### src/rtl/mem_fetch_unit.sv
// Memory-side front end of the multicycle TSC processor: turns control-unit level
// commands into a strobe/response handshake and holds IR, MDR and decoded fields.
module mem_fetch_unit #(
  parameter int TIMEOUT = 64,
  parameter int CNT_W   = 7
) (
  input  logic        clk,
  input  logic        reset,
  input  logic        mem_read,
  input  logic        mem_write,
  input  logic        iord,
  input  logic        ir_write,
  input  logic [15:0] pc,
  input  logic [15:0] alu_out,
  input  logic [15:0] wdata,
  output logic        readM,
  output logic        writeM,
  output logic [15:0] address,
  output logic [15:0] mem_wdata,
  input  logic [15:0] mem_rdata,
  input  logic        input_ready,
  input  logic        ack_output,
  output logic        mem_done,
  output logic        busy,
  output logic [15:0] instr,
  output logic [15:0] mdr,
  output logic [3:0]  opcode,
  output logic [1:0]  rs,
  output logic [1:0]  rt,
  output logic [1:0]  rd,
  output logic [5:0]  funct,
  output logic [15:0] imm_se,
  output logic [11:0] target,
  output logic        timeout_err,
  output logic        protocol_err
);

  typedef enum logic [1:0] {
    IDLE   = 2'd0,
    RD_REQ = 2'd1,
    WR_REQ = 2'd2,
    DONE   = 2'd3
  } state_t;

  state_t           state;
  state_t           state_nxt;
  logic [CNT_W-1:0] cnt;
  logic             ir_dest;
  logic             rd_cmd;
  logic             wr_cmd;
  logic             last_cycle;

  assign rd_cmd     = mem_read & ~mem_write;
  assign wr_cmd     = mem_write & ~mem_read;
  // Counter holds k-1 during the k-th strobe cycle, so the strobe lasts exactly TIMEOUT cycles.
  assign last_cycle = (cnt == CNT_W'(TIMEOUT - 1));

  always_ff @(posedge clk or posedge reset) begin
    if (reset) begin
      state <= IDLE;
    end else begin
      state <= state_nxt;
    end
  end

  always_comb begin
    state_nxt = state;
    unique case (state)
      IDLE: begin
        if (rd_cmd) begin
          state_nxt = RD_REQ;
        end else if (wr_cmd) begin
          state_nxt = WR_REQ;
        end
      end
      RD_REQ: begin
        if (input_ready || last_cycle) begin
          state_nxt = DONE;
        end
      end
      WR_REQ: begin
        if (ack_output || last_cycle) begin
          state_nxt = DONE;
        end
      end
      DONE: begin
        state_nxt = IDLE;
      end
      default: begin
        state_nxt = IDLE;
      end
    endcase
  end

  // Strobes and status decode straight from state so reset drops them at once.
  assign readM    = (state == RD_REQ);
  assign writeM   = (state == WR_REQ);
  assign busy     = (state == RD_REQ) || (state == WR_REQ);
  assign mem_done = (state == DONE);

  always_ff @(posedge clk or posedge reset) begin
    if (reset) begin
      address      <= '0;
      mem_wdata    <= '0;
      instr        <= '0;
      mdr          <= '0;
      ir_dest      <= 1'b0;
      cnt          <= '0;
      timeout_err  <= 1'b0;
      protocol_err <= 1'b0;
    end else begin
      unique case (state)
        IDLE: begin
          if (rd_cmd || wr_cmd) begin
            address <= iord ? alu_out : pc;
            cnt     <= '0;
          end
          if (rd_cmd) begin
            ir_dest <= ir_write;
          end
          if (wr_cmd) begin
            mem_wdata <= wdata;
          end
          if (mem_read && mem_write) begin
            protocol_err <= 1'b1;
          end
        end
        RD_REQ: begin
          cnt <= cnt + CNT_W'(1);
          if (input_ready) begin
            if (ir_dest) begin
              instr <= mem_rdata;
            end else begin
              mdr <= mem_rdata;
            end
          end else if (last_cycle) begin
            timeout_err <= 1'b1;
          end
        end
        WR_REQ: begin
          cnt <= cnt + CNT_W'(1);
          if (!ack_output && last_cycle) begin
            timeout_err <= 1'b1;
          end
        end
        default: begin
        end
      endcase
    end
  end

  assign opcode = instr[15:12];
  assign rs     = instr[11:10];
  assign rt     = instr[9:8];
  assign rd     = instr[7:6];
  assign funct  = instr[5:0];
  assign imm_se = {{8{instr[7]}}, instr[7:0]};
  assign target = instr[11:0];

endmodule

### config.mk
export PLATFORM = sky130hd
export DESIGN_NAME = mem_fetch_unit
export DESIGN_NICKNAME = d
export VERILOG_FILES = /design/src/rtl/mem_fetch_unit.sv
export SDC_FILE = /design/constraint.sdc
export NUM_CORES = 1
export LEC_CHECK = 0
export BUFFER_PORTS_ARGS = -buffer_cell sky130_fd_sc_hd__clkbuf_2
export CAP_MARGIN = 20
export CORE_UTILIZATION = 45
export DETAILED_ROUTE_END_ITERATION = 8
export MAX_ROUTING_LAYER = met4
export PLACE_DENSITY = 0.86
export REMOVE_ABC_BUFFERS = 1
export SLEW_MARGIN = 20
export SYNTH_ARGS = -nofsm -noshare
export SYNTH_HDL_FRONTEND = slang
export SYNTH_SLANG_ARGS = --single-unit
### constraint.sdc
create_clock -name clk -period 3 [get_ports clk]
set_input_delay 0.15 -clock clk [delete_from_list [all_inputs] [get_ports clk]]
set_output_delay 0.15 -clock clk [all_outputs]
set_load 0.05 [all_outputs]
==> parameters.txt, run 1 <==
Parameter                              Value

Finish
  Fraction of final layout cells sized beyond drive strength 1 ... 58.4%
  Fin nets ... 517
  Layout overhead on the synthesized area ... 25.2%
  Most common cell after layout, fill and taps aside ... sky130_fd_sc_hd__clkbuf_2
  Ant diodes ... 0
  Fillers ... 664
  Leading cell types in the layout, fill and taps excluded ... sky130_fd_sc_hd__clkbuf_2 (185), sky130_fd_sc_hd__dfrtp_1 (76), sky130_fd_sc_hd__mux2_2 (41), sky130_fd_sc_hd__nand2_1 (28), sky130_fd_sc_hd__o21ai_0 (21)

Drt
  Final routed wire length divided by cell count ... 14.0 µm
  Count of routing violations after the opening detailed-route iteration ... 110
  1st-pass router iterations ... 4
  Final wirelength ... 7610 µm
  Count of unresolved DRC violations after routing ... 0
  Vias per inst ... 4.82
  Number of antenna-violating nets in the routed design ... 0
  Vias after detailed routing ... 2,620

CTS
  Buffers from clock root to sink, at most ... 2
  Clock insertion delay at the later pin of the skew report ... 0.34 ns
  Clock sinks ... 76
  H-tree depth ... 3
  Clock buffer count from CTS ... 9
  Root buffer cell ... sky130_fd_sc_hd__clkbuf_8
  Clock-pin transition on the worst setup and hold timing paths ... 0.08 ns
  CTS tree ... done

Worst setup path
  Start-to-end type of the worst setup path ... reg2reg
  Startpoint class of the critical path ... register
  Crit path DAT ... 2.30 ns
  Critical path endpoint category ... register
  Delay of the slowest critical-path stage ... 0.72 ns
  Buffers and inverters on the worst path ... 1
  CP Cell Sequence ... inv_1 > ha_1 > nand2_1 > or2_1 > mux2_2
  CP Max Fanout ... 16
  Worst path slowest cell ... sky130_fd_sc_hd__or2_1
  Data required, critical path ... 3.23 ns
  CP delay by family, top ... simple AND/OR/NAND/NOR gates

Global routing
  Pin count of the biggest net entering global routing ... 36
  Via count of the first global-routing pass ... 2,663
  GRT Resource Usage Total ... 19.6%
  Remaining global-route overflow ... 0
  Wire length of the first global-routing pass ... 12,500 µm
  Number of antenna violations at the first check in global routing ... 0

STA
  Final setup TNS ... 0 ns
  Total setup violations reported at the end of the flow ... 0
  Final count of hold timing violations ... 0
  Part of the cycle the worst path needs ... 68.8%
  Worst-case clock skew ... 0.00991 ns
  Final period demand of the worst path ... 2.06 ns
  Max-Slew Margin vs Limit ... 37.3%
  Maximum clock frequency ... 0.485 GHz
  Final Max Slew Viols ... 0
  Least-Margin Pin Slew ... 0.941 ns
  Unrepaired setup endpoints after global routing ... no

Yosys
  Yosys synthesis warning count ... 0
  Post-synthesis cell count ... 293
  Synthesized area divided by synthesized cell count ... 12.4 µm²
  Synthesized cell area ... 3620 µm²
  Sequential cell area fraction in the yosys report ... 52.5%
  Unique masters post-synth ... 31
  Fraction of registers with async set/reset ... 100%
  Number of enable-type register cells in the synthesized netlist ... 0
  Top flip-flop cell by instance count after synthesis ... sky130_fd_sc_hd__dfrtp_1
  Register bit count reported by yosys ... 76

Place
  GP Congestion ... 0.754
  I/O Buffers ... 185
  HPWL after detailed placement ... 5800 µm

Run
  # Max-Cap Violations ... 0

Floorplan
  Core Region ... 7770 µm²
  Die width ... 91.7 µm
  Row count ... 32
  Number of ports placed on the die boundary ... 186
  Chip Height ... 91.7 µm
  Effective utilization at floorplan ... 46.6%
  Area of the die ... 8410 µm²

Hold path
  Type of the worst min-delay path ... in2reg

Status
  Result of the run ... completed
-- metal layers --
metal  share of wire, %  up-vias  global-route usage (%)
li1                   -     1238                       -
met4               0.83        0                    5.99
met2                 53      118                    35.1
met3                6.4        5                    5.31
met5                  0        -                       -
met1                 39     1259                    21.1
-- registers in the layout, summed over array words and instances (netlist names) --
| name | flops |
|---|---|
| address | 16 |
| cnt | 7 |
| instr | 16 |
| ir_dest | 1 |
| mdr | 16 |
| mem_wdata | 16 |
| protocol_err | 1 |
| state | 2 |
| timeout_err | 1 |
-- cells by family (layout without fill, tap and decap cells) --
group / after synthesis / in the layout / synth area share (%)
adder cells (fa/ha/maj): 8 / 8 / 2.76
multiplexers: 69 / 69 / 21.9
buffers and inverters: 64 / 213 / 11.9
AND/OR/NAND/NOR: 41 / 41 / 5.05
AO/OA/AOI/OAI: 33 / 33 / 5.46
flip-flops: 76 / 76 / 52.5
XOR/XNOR: 2 / 2 / 0.484
-- synth_stat cells (7+ instances only) --
| library cell | count | share of area, % |
|---|---|---|
| sky130_fd_sc_hd__nand2_1 | 28 | 2.9 |
| sky130_fd_sc_hd__o21ai_0 | 21 | 2.9 |
| sky130_fd_sc_hd__mux2_2 | 41 | 13 |
| sky130_fd_sc_hd__mux2_4 | 10 | 4.1 |
| sky130_fd_sc_hd__buf_4 | 44 | 9.1 |
| sky130_fd_sc_hd__dfrtp_1 | 76 | 53 |
| sky130_fd_sc_hd__inv_1 | 8 | 0.83 |
| sky130_fd_sc_hd__mux2i_1 | 18 | 5.0 |
| sky130_fd_sc_hd__buf_2 | 7 | 0.97 |
| sky130_fd_sc_hd__ha_1 | 8 | 2.8 |
-- cell type report --
type                            count  area (µm²)  area share [%]
Tap cell                          102         128            2.82
Clock inverter                      5        83.8            1.85
Multi-Input combinational cell    153        1290            28.5
Timing Repair Buffer              189         958            21.1
Sequential cell                    76        1900            42.0
Inverter                            8        30.0           0.662
Clock buffer                       11         141            3.12
-- per-stage QoR --
| step | hold slack (ns) | instances | instance area [µm²] | setup slack, ns | utilization (%) |
|---|---|---|---|---|---|
| 5_1_grt | 0.0156 | 544 | 4530 | 0.781 | 58.4 |
| 3_3_place_gp | 0.192 | 527 | 4300 | 1.01 | 55.3 |
| 6_report | 0.0354 | 544 | 4530 | 0.936 | 58.4 |
| 4_1_cts | 0.0167 | 544 | 4530 | 0.917 | 58.4 |
| 3_5_place_dp | 0.204 | 527 | 4300 | 0.918 | 55.3 |
| 2_1_floorplan | 0.299 | 237 | 3220 | -1.54 | - |
-- path summary, 6_finish.rpt --
path                                          start                  endpoint  slack (ns)  depth (start not counted)
max in group asynchronous                     reset     instr[11]$_DFFE_PP0P_        1.87                          4
min in group asynchronous                     reset        mdr[2]$_DFFE_PP0P_        0.37                          3
setup / recovery               state[1]$_DFFE_PP0P_        mdr[9]$_DFFE_PP0P_        0.94                          5
hold reg to reg            protocol_err$_DFFE_PP0P_  protocol_err$_DFFE_PP0P_        0.46                          1
setup reg to reg               state[1]$_DFFE_PP0P_        mdr[9]$_DFFE_PP0P_        0.94                          5
hold / removal                             wdata[3]  mem_wdata[3]$_DFFE_PP0P_        0.04                          2
-- what timing repair did --
action | CTS | global route
resized for setup | 0 | 0
hold endpoints to repair | 22 | 0
buffers inserted | 0 | 0
hold buffers | 1 | 0
setup endpoints to repair | 0 | 0
Power of run 1 is not shown: default switching activity piles up to over one toggle a cycle in this logic, so the estimate is an artifact.
==> inputs of run 2 (changes only) <==
- clock period: 3 -> 2.11 ns (I/O delays scaled with it)
==> parameters.txt, run 2 (synthesis results as in run 1) <==
Parameter                              Value

Drt
  Detailed-routing wirelength on met1 ... 3300 µm
  Vias per inst ... 4.87
  Detailed route wirelength on metal3 ... 445 µm
  Number of antenna-violating nets in the routed design ... 0
  Final wirelength ... 8220 µm
  Final routed wire length divided by cell count ... 14.3 µm
  Vias after detailed routing ... 2,805
  Wire length on met2 ... 4330 µm
  1st-pass router iterations ... 4
  Count of unresolved DRC violations after routing ... 0
  Count of routing violations after the opening detailed-route iteration ... 76
  Top routing layer in use ... met4

Worst setup path
  Start-to-end type of the worst setup path ... reg2reg
  Worst r2r dst ... mdr[2]$_DFFE_PP0P_
  R2R Path Start ... state[1]$_DFFE_PP0P_
  Crit path DAT ... 2.04 ns
  Critical path endpoint category ... register
  Depth of the worst register-to-register path ... 5
  CP Max Fanout ... 16
  Data required, critical path ... 2.34 ns
  Slack of the worst reg-to-reg path ... 0.30 ns
  Startpoint class of the critical path ... register

STA
  Maximum clock frequency ... 0.554 GHz
  Total setup violations reported at the end of the flow ... 0
  Worst-case clock skew ... 0.00770 ns
  Least-Margin Pin Slew ... 0.629 ns
  Final Max Slew Viols ... 0
  Tightest hold margin ... 0.0122 ns
  Final count of hold timing violations ... 0
  Final period demand of the worst path ... 1.81 ns
  Unrepaired setup endpoints after global routing ... no
  Part of the cycle the worst path needs ... 85.6%
  Max-Slew Margin vs Limit ... 58.0%

Hold path
  Number of cells on the worst hold path ... 2
  Type of the worst min-delay path ... in2reg
  Min-Delay Startpoint ... mem_rdata[13]
  Hold endpoint ... mdr[13]$_DFFE_PP0P_

CTS
  Clock buffer count from CTS ... 9
  Clock sinks ... 76
  Clock-pin transition on the worst setup and hold timing paths ... 0.08 ns
  Root buffer cell ... sky130_fd_sc_hd__clkbuf_8
  CTS tree ... done
  H-tree depth ... 3
  Clock insertion delay at the later pin of the skew report ... 0.34 ns
  Buffers from clock root to sink, at most ... 2

Place
  HPWL after detailed placement ... 5770 µm
  I/O Buffers ... 185
  GP Congestion ... 0.764

Finish
  Leading cell types in the layout, fill and taps excluded ... sky130_fd_sc_hd__clkbuf_2 (185), sky130_fd_sc_hd__dfrtp_1 (76), sky130_fd_sc_hd__mux2_2 (41), sky130_fd_sc_hd__dlygate4sd3_1 (30), sky130_fd_sc_hd__nand2_1 (28)
  Layout overhead on the synthesized area ... 34.5%
  Most common cell after layout, fill and taps aside ... sky130_fd_sc_hd__clkbuf_2
  Fillers ... 610
  Fraction of final layout cells sized beyond drive strength 1 ... 55.5%
  Ant diodes ... 0
  Fin nets ... 549

Floorplan
  Die width ... 91.7 µm
  Effective utilization at floorplan ... 46.6%
  Chip Height ... 91.7 µm
  Number of ports placed on the die boundary ... 186
  Area of the die ... 8410 µm²
  Row count ... 32
  Core Region ... 7770 µm²

Global routing
  Via count of the first global-routing pass ... 2,730
  Remaining global-route overflow ... 0
  Wire length of the first global-routing pass ... 13,100 µm
  Pin count of the biggest net entering global routing ... 33
  GRT Resource Usage Total ... 20.6%
  Number of antenna violations at the first check in global routing ... 0

Status
  Result of the run ... completed

Run
  # Max-Cap Violations ... 0
## run 2: cell count changes in the layout (fill, tap and decap cells not counted)
cell,delta
sky130_fd_sc_hd__clkbuf_1,-1
sky130_fd_sc_hd__or2_1,-1
sky130_fd_sc_hd__buf_4,+3
sky130_fd_sc_hd__dlygate4sd3_1,+29
sky130_fd_sc_hd__or2_2,+1
sky130_fd_sc_hd__bufinv_16,+1
sky130_fd_sc_hd__clkinv_4,+1
sky130_fd_sc_hd__clkinv_2,+1
sky130_fd_sc_hd__clkinvlp_4,-1
sky130_fd_sc_hd__inv_6,-1
## run 2: routing by layer
layer / track usage, % / vias to the layer above
li1: - / 1300
met4: 7.03 / 0
met2: 36.0 / 129
met1: 23.2 / 1362
met3: 4.81 / 14
met5: - / -
## run 2: through the flow
step | worst slack (ns) | util, % | setup TNS (ns) | cell area, µm² | instances
2_1_floorplan | -2.43 | - | -24.83 | 3220 | 237
3_3_place_gp | 0.121 | 55.6 | 0 | 4320 | 530
3_5_place_dp | 0.0232 | 55.6 | 0 | 4320 | 530
4_1_cts | 0.0284 | 62.7 | 0 | 4870 | 576
5_1_grt | 0.202 | 62.7 | 0 | 4870 | 576
6_report | 0.304 | 62.7 | 0 | 4870 | 576
## run 2: final cells by class
| cell class | instances | area (µm²) | share of cell area, % |
|---|---|---|---|
| Clock buffer | 10 | 138 | 2.83 |
| Timing Repair Buffer | 221 | 1270 | 26.1 |
| Clock inverter | 6 | 111 | 2.29 |
| Inverter | 8 | 30.0 | 0.617 |
| Sequential cell | 76 | 1900 | 39.1 |
| Multi-Input combinational cell | 153 | 1290 | 26.5 |
| Tap cell | 102 | 128 | 2.62 |
## run 2: critical path, cell delays in order, from the launching register on
cell	delay, ns
sky130_fd_sc_hd__dfrtp_1	0.42
sky130_fd_sc_hd__inv_1	0.09
sky130_fd_sc_hd__ha_1	0.23
sky130_fd_sc_hd__nand2_1	0.09
sky130_fd_sc_hd__or2_2	0.49
sky130_fd_sc_hd__mux2_4	0.37
## run 2: what timing repair did
item                                    4_1_cts  5_1_grt
endpoints found under the hold margin        65        0
gates resized for setup                       0        1
buffers inserted                              0        0
hold buffers                                 30        0
endpoints found under the setup margin        0       16
## run 2: worst max-delay path by stage
stage	from	endpoint	slack, ns	cells past startpoint
after CTS	state[1]$_DFFE_PP0P_	mdr[13]$_DFFE_PP0P_	0.03	5
after floorplan	instr[7]$_DFFE_PP0P_	instr[7]$_DFFE_PP0P_	-2.43	1
after detailed placement	state[1]$_DFFE_PP0P_	mdr[12]$_DFFE_PP0P_	0.02	5
after global placement	state[1]$_DFFE_PP0P_	mdr[13]$_DFFE_PP0P_	0.12	5
final	state[1]$_DFFE_PP0P_	mdr[2]$_DFFE_PP0P_	0.30	5
after global routing	state[1]$_DFFE_PP0P_	mdr[2]$_DFFE_PP0P_	0.20	5
Power of run 2 is left out for the same reason.
==> inputs of run 3 (changes only) <==
- RECOVER_POWER: unset -> 50
- REMOVE_ABC_BUFFERS: 1 -> unset
==> parameters.txt, run 3 (synthesis results as in run 1) <==
Parameter                              Value

STA
  Final count of hold timing violations ... 0
  Post-route worst setup slack ... 0.246 ns
  Max-Slew Margin vs Limit ... 28.8%
  Final Max Slew Viols ... 0
  Final period demand of the worst path ... 1.86 ns
  Maximum clock frequency ... 0.536 GHz
  Worst-case clock skew ... 0.0124 ns
  Tightest hold margin ... 0.0138 ns
  Final setup TNS ... 0 ns
  Unrepaired setup endpoints after global routing ... no
  Least-Margin Pin Slew ... 1.07 ns
  Part of the cycle the worst path needs ... 88.3%
  Total setup violations reported at the end of the flow ... 0

Finish
  Layout overhead on the synthesized area ... 29.5%
  Ant diodes ... 0
  Fraction of final layout cells sized beyond drive strength 1 ... 41.6%
  Core occupancy in the finished layout ... 60.4%
  Leading cell types in the layout, fill and taps excluded ... sky130_fd_sc_hd__clkbuf_2 (117), sky130_fd_sc_hd__dfrtp_1 (76), sky130_fd_sc_hd__clkbuf_1 (68), sky130_fd_sc_hd__mux2_2 (41), sky130_fd_sc_hd__nand2_1 (28)
  Fillers ... 641
  Most common cell after layout, fill and taps aside ... sky130_fd_sc_hd__clkbuf_2
  Area used by multi-input combinational logic ... 1290 µm²
  Fin nets ... 537
  Combined flip-flop and latch cell area ... 1900 µm²

CTS
  Buffers from clock root to sink, at most ... 2
  Clock insertion delay at the later pin of the skew report ... 0.34 ns
  Clock sinks ... 76
  Post-CTS Setup Bufs ... 0
  Clock-pin transition on the worst setup and hold timing paths ... 0.08 ns
  CTS tree ... done
  Clock buffer count from CTS ... 9
  Root buffer cell ... sky130_fd_sc_hd__clkbuf_8
  H-tree depth ... 3

Global routing
  Via count of the first global-routing pass ... 2,755
  Remaining global-route overflow ... 0
  Met1 track demand over resource in global routing ... 23.2%
  Pin count of the biggest net entering global routing ... 51
  Routing usage on met3 ... 3.98%
  Number of antenna violations at the first check in global routing ... 0
  Met2 global-route usage ... 40.6%
  Global-route layer with the greatest usage ... met2
  Wire length of the first global-routing pass ... 13,800 µm
  GRT Resource Usage Total ... 22.1%

Floorplan
  Core Region ... 7770 µm²
  Effective utilization at floorplan ... 46.6%
  Chip Height ... 91.7 µm
  Area of the die ... 8410 µm²
  Die width ... 91.7 µm
  Row count ... 32
  Number of ports placed on the die boundary ... 186

Worst setup path
  Start-to-end type of the worst setup path ... reg2reg
  CP Cell Sequence ... inv_1 > ha_1 > nand2b_1 > a211oi_1 > xnor2_1 > nor2_1
  Data required, critical path ... 2.33 ns
  Worst path slowest cell ... sky130_fd_sc_hd__ha_1
  Delay of the slowest critical-path stage ... 0.51 ns
  CP Max Fanout ... 11
  Critical path endpoint category ... register
  Startpoint class of the critical path ... register
  Crit path DAT ... 2.09 ns

Yosys
  Syn nets ... 373

Drt
  Count of unresolved DRC violations after routing ... 0
  Number of antenna-violating nets in the routed design ... 0
  Count of routing violations after the opening detailed-route iteration ... 62
  Vias per inst ... 4.85
  Vias after detailed routing ... 2,738
  Final wirelength ... 8600 µm
  1st-pass router iterations ... 4
  Final routed wire length divided by cell count ... 15.2 µm

Place
  Setup Slack @ Placement ... 0.0935 ns
  I/O Buffers ... 185
  HPWL after detailed placement ... 6100 µm
  GP Congestion ... 0.804

Status
  Result of the run ... completed

Run
  # Max-Cap Violations ... 0

Hold path
  Type of the worst min-delay path ... in2reg
-- run 3: cell types whose count changed in the layout (fill, tap and decap cells not counted), sizes merged --
| cell | previous run | this run |
|---|---|---|
| inv | 8 | 10 |
| buf | 6 | 4 |
| clkinvlp | 1 | 0 |
| clkinv | 2 | 1 |
| dlygate4sd3 | 30 | 20 |
-- run 3: layer usage --
metal	vias to the layer above	part of all wire, %
met5	-	0
met4	0	2.5
met3	20	4.8
met2	108	55
met1	1332	37
li1	1278	-
-- run 3: area by class of cell --
cell class,count,area share (%)
clock buffers,10,2.93
clock inverters,6,2.53
inverters,8,0.640
well taps,102,2.72
multi-input cells,153,27.5
flip-flops and latches,76,40.6
repair buffers,209,23.1
-- run 3: path summary, 6_finish.rpt --
| check | from | endpoint | slack [ns] | depth (start not counted) |
|---|---|---|---|---|
| max in group asynchronous | reset | cnt[4]$_DFFE_PP0P_ | 0.74 | 4 |
| hold / removal | mem_rdata[12] | instr[12]$_DFFE_PP0P_ | 0.01 | 2 |
| hold reg to reg | protocol_err$_DFFE_PP0P_ | protocol_err$_DFFE_PP0P_ | 0.48 | 1 |
| setup / recovery | state[0]$_DFFE_PP0P_ | cnt[5]$_DFFE_PP0P_ | 0.25 | 6 |
| setup reg to reg | state[0]$_DFFE_PP0P_ | cnt[5]$_DFFE_PP0P_ | 0.25 | 6 |
| min in group asynchronous | reset | mdr[3]$_DFFE_PP0P_ | 0.56 | 3 |
-- run 3: repair_timing --
item / 4_1_cts / 5_1_grt
setup endpoints to repair: 0 / 16
gates resized for setup: 0 / 1
hold buffers: 20 / 0
endpoints found under the hold margin: 47 / 0
-- run 3: metrics by stage --
step	instance area (µm²)	std cells
after detailed placement	4320	528
after CTS	4770	564
after floorplan	3620	293
after global routing	4690	564
after global placement	4320	528
final	4690	564
-- run 3: worst max-delay path: cells and delay by family (launching register included) --
family / cells / cell delay [ns]
xor gates and xnor gates: 1 / 0.18
adders and majority gates: 1 / 0.51
AOI/OAI and AO/OA: 1 / 0.33
DFF: 1 / 0.40
and+or+nand+nor: 2 / 0.23
buffers and inverters: 1 / 0.09
Power of run 3 is left out for the same reason.
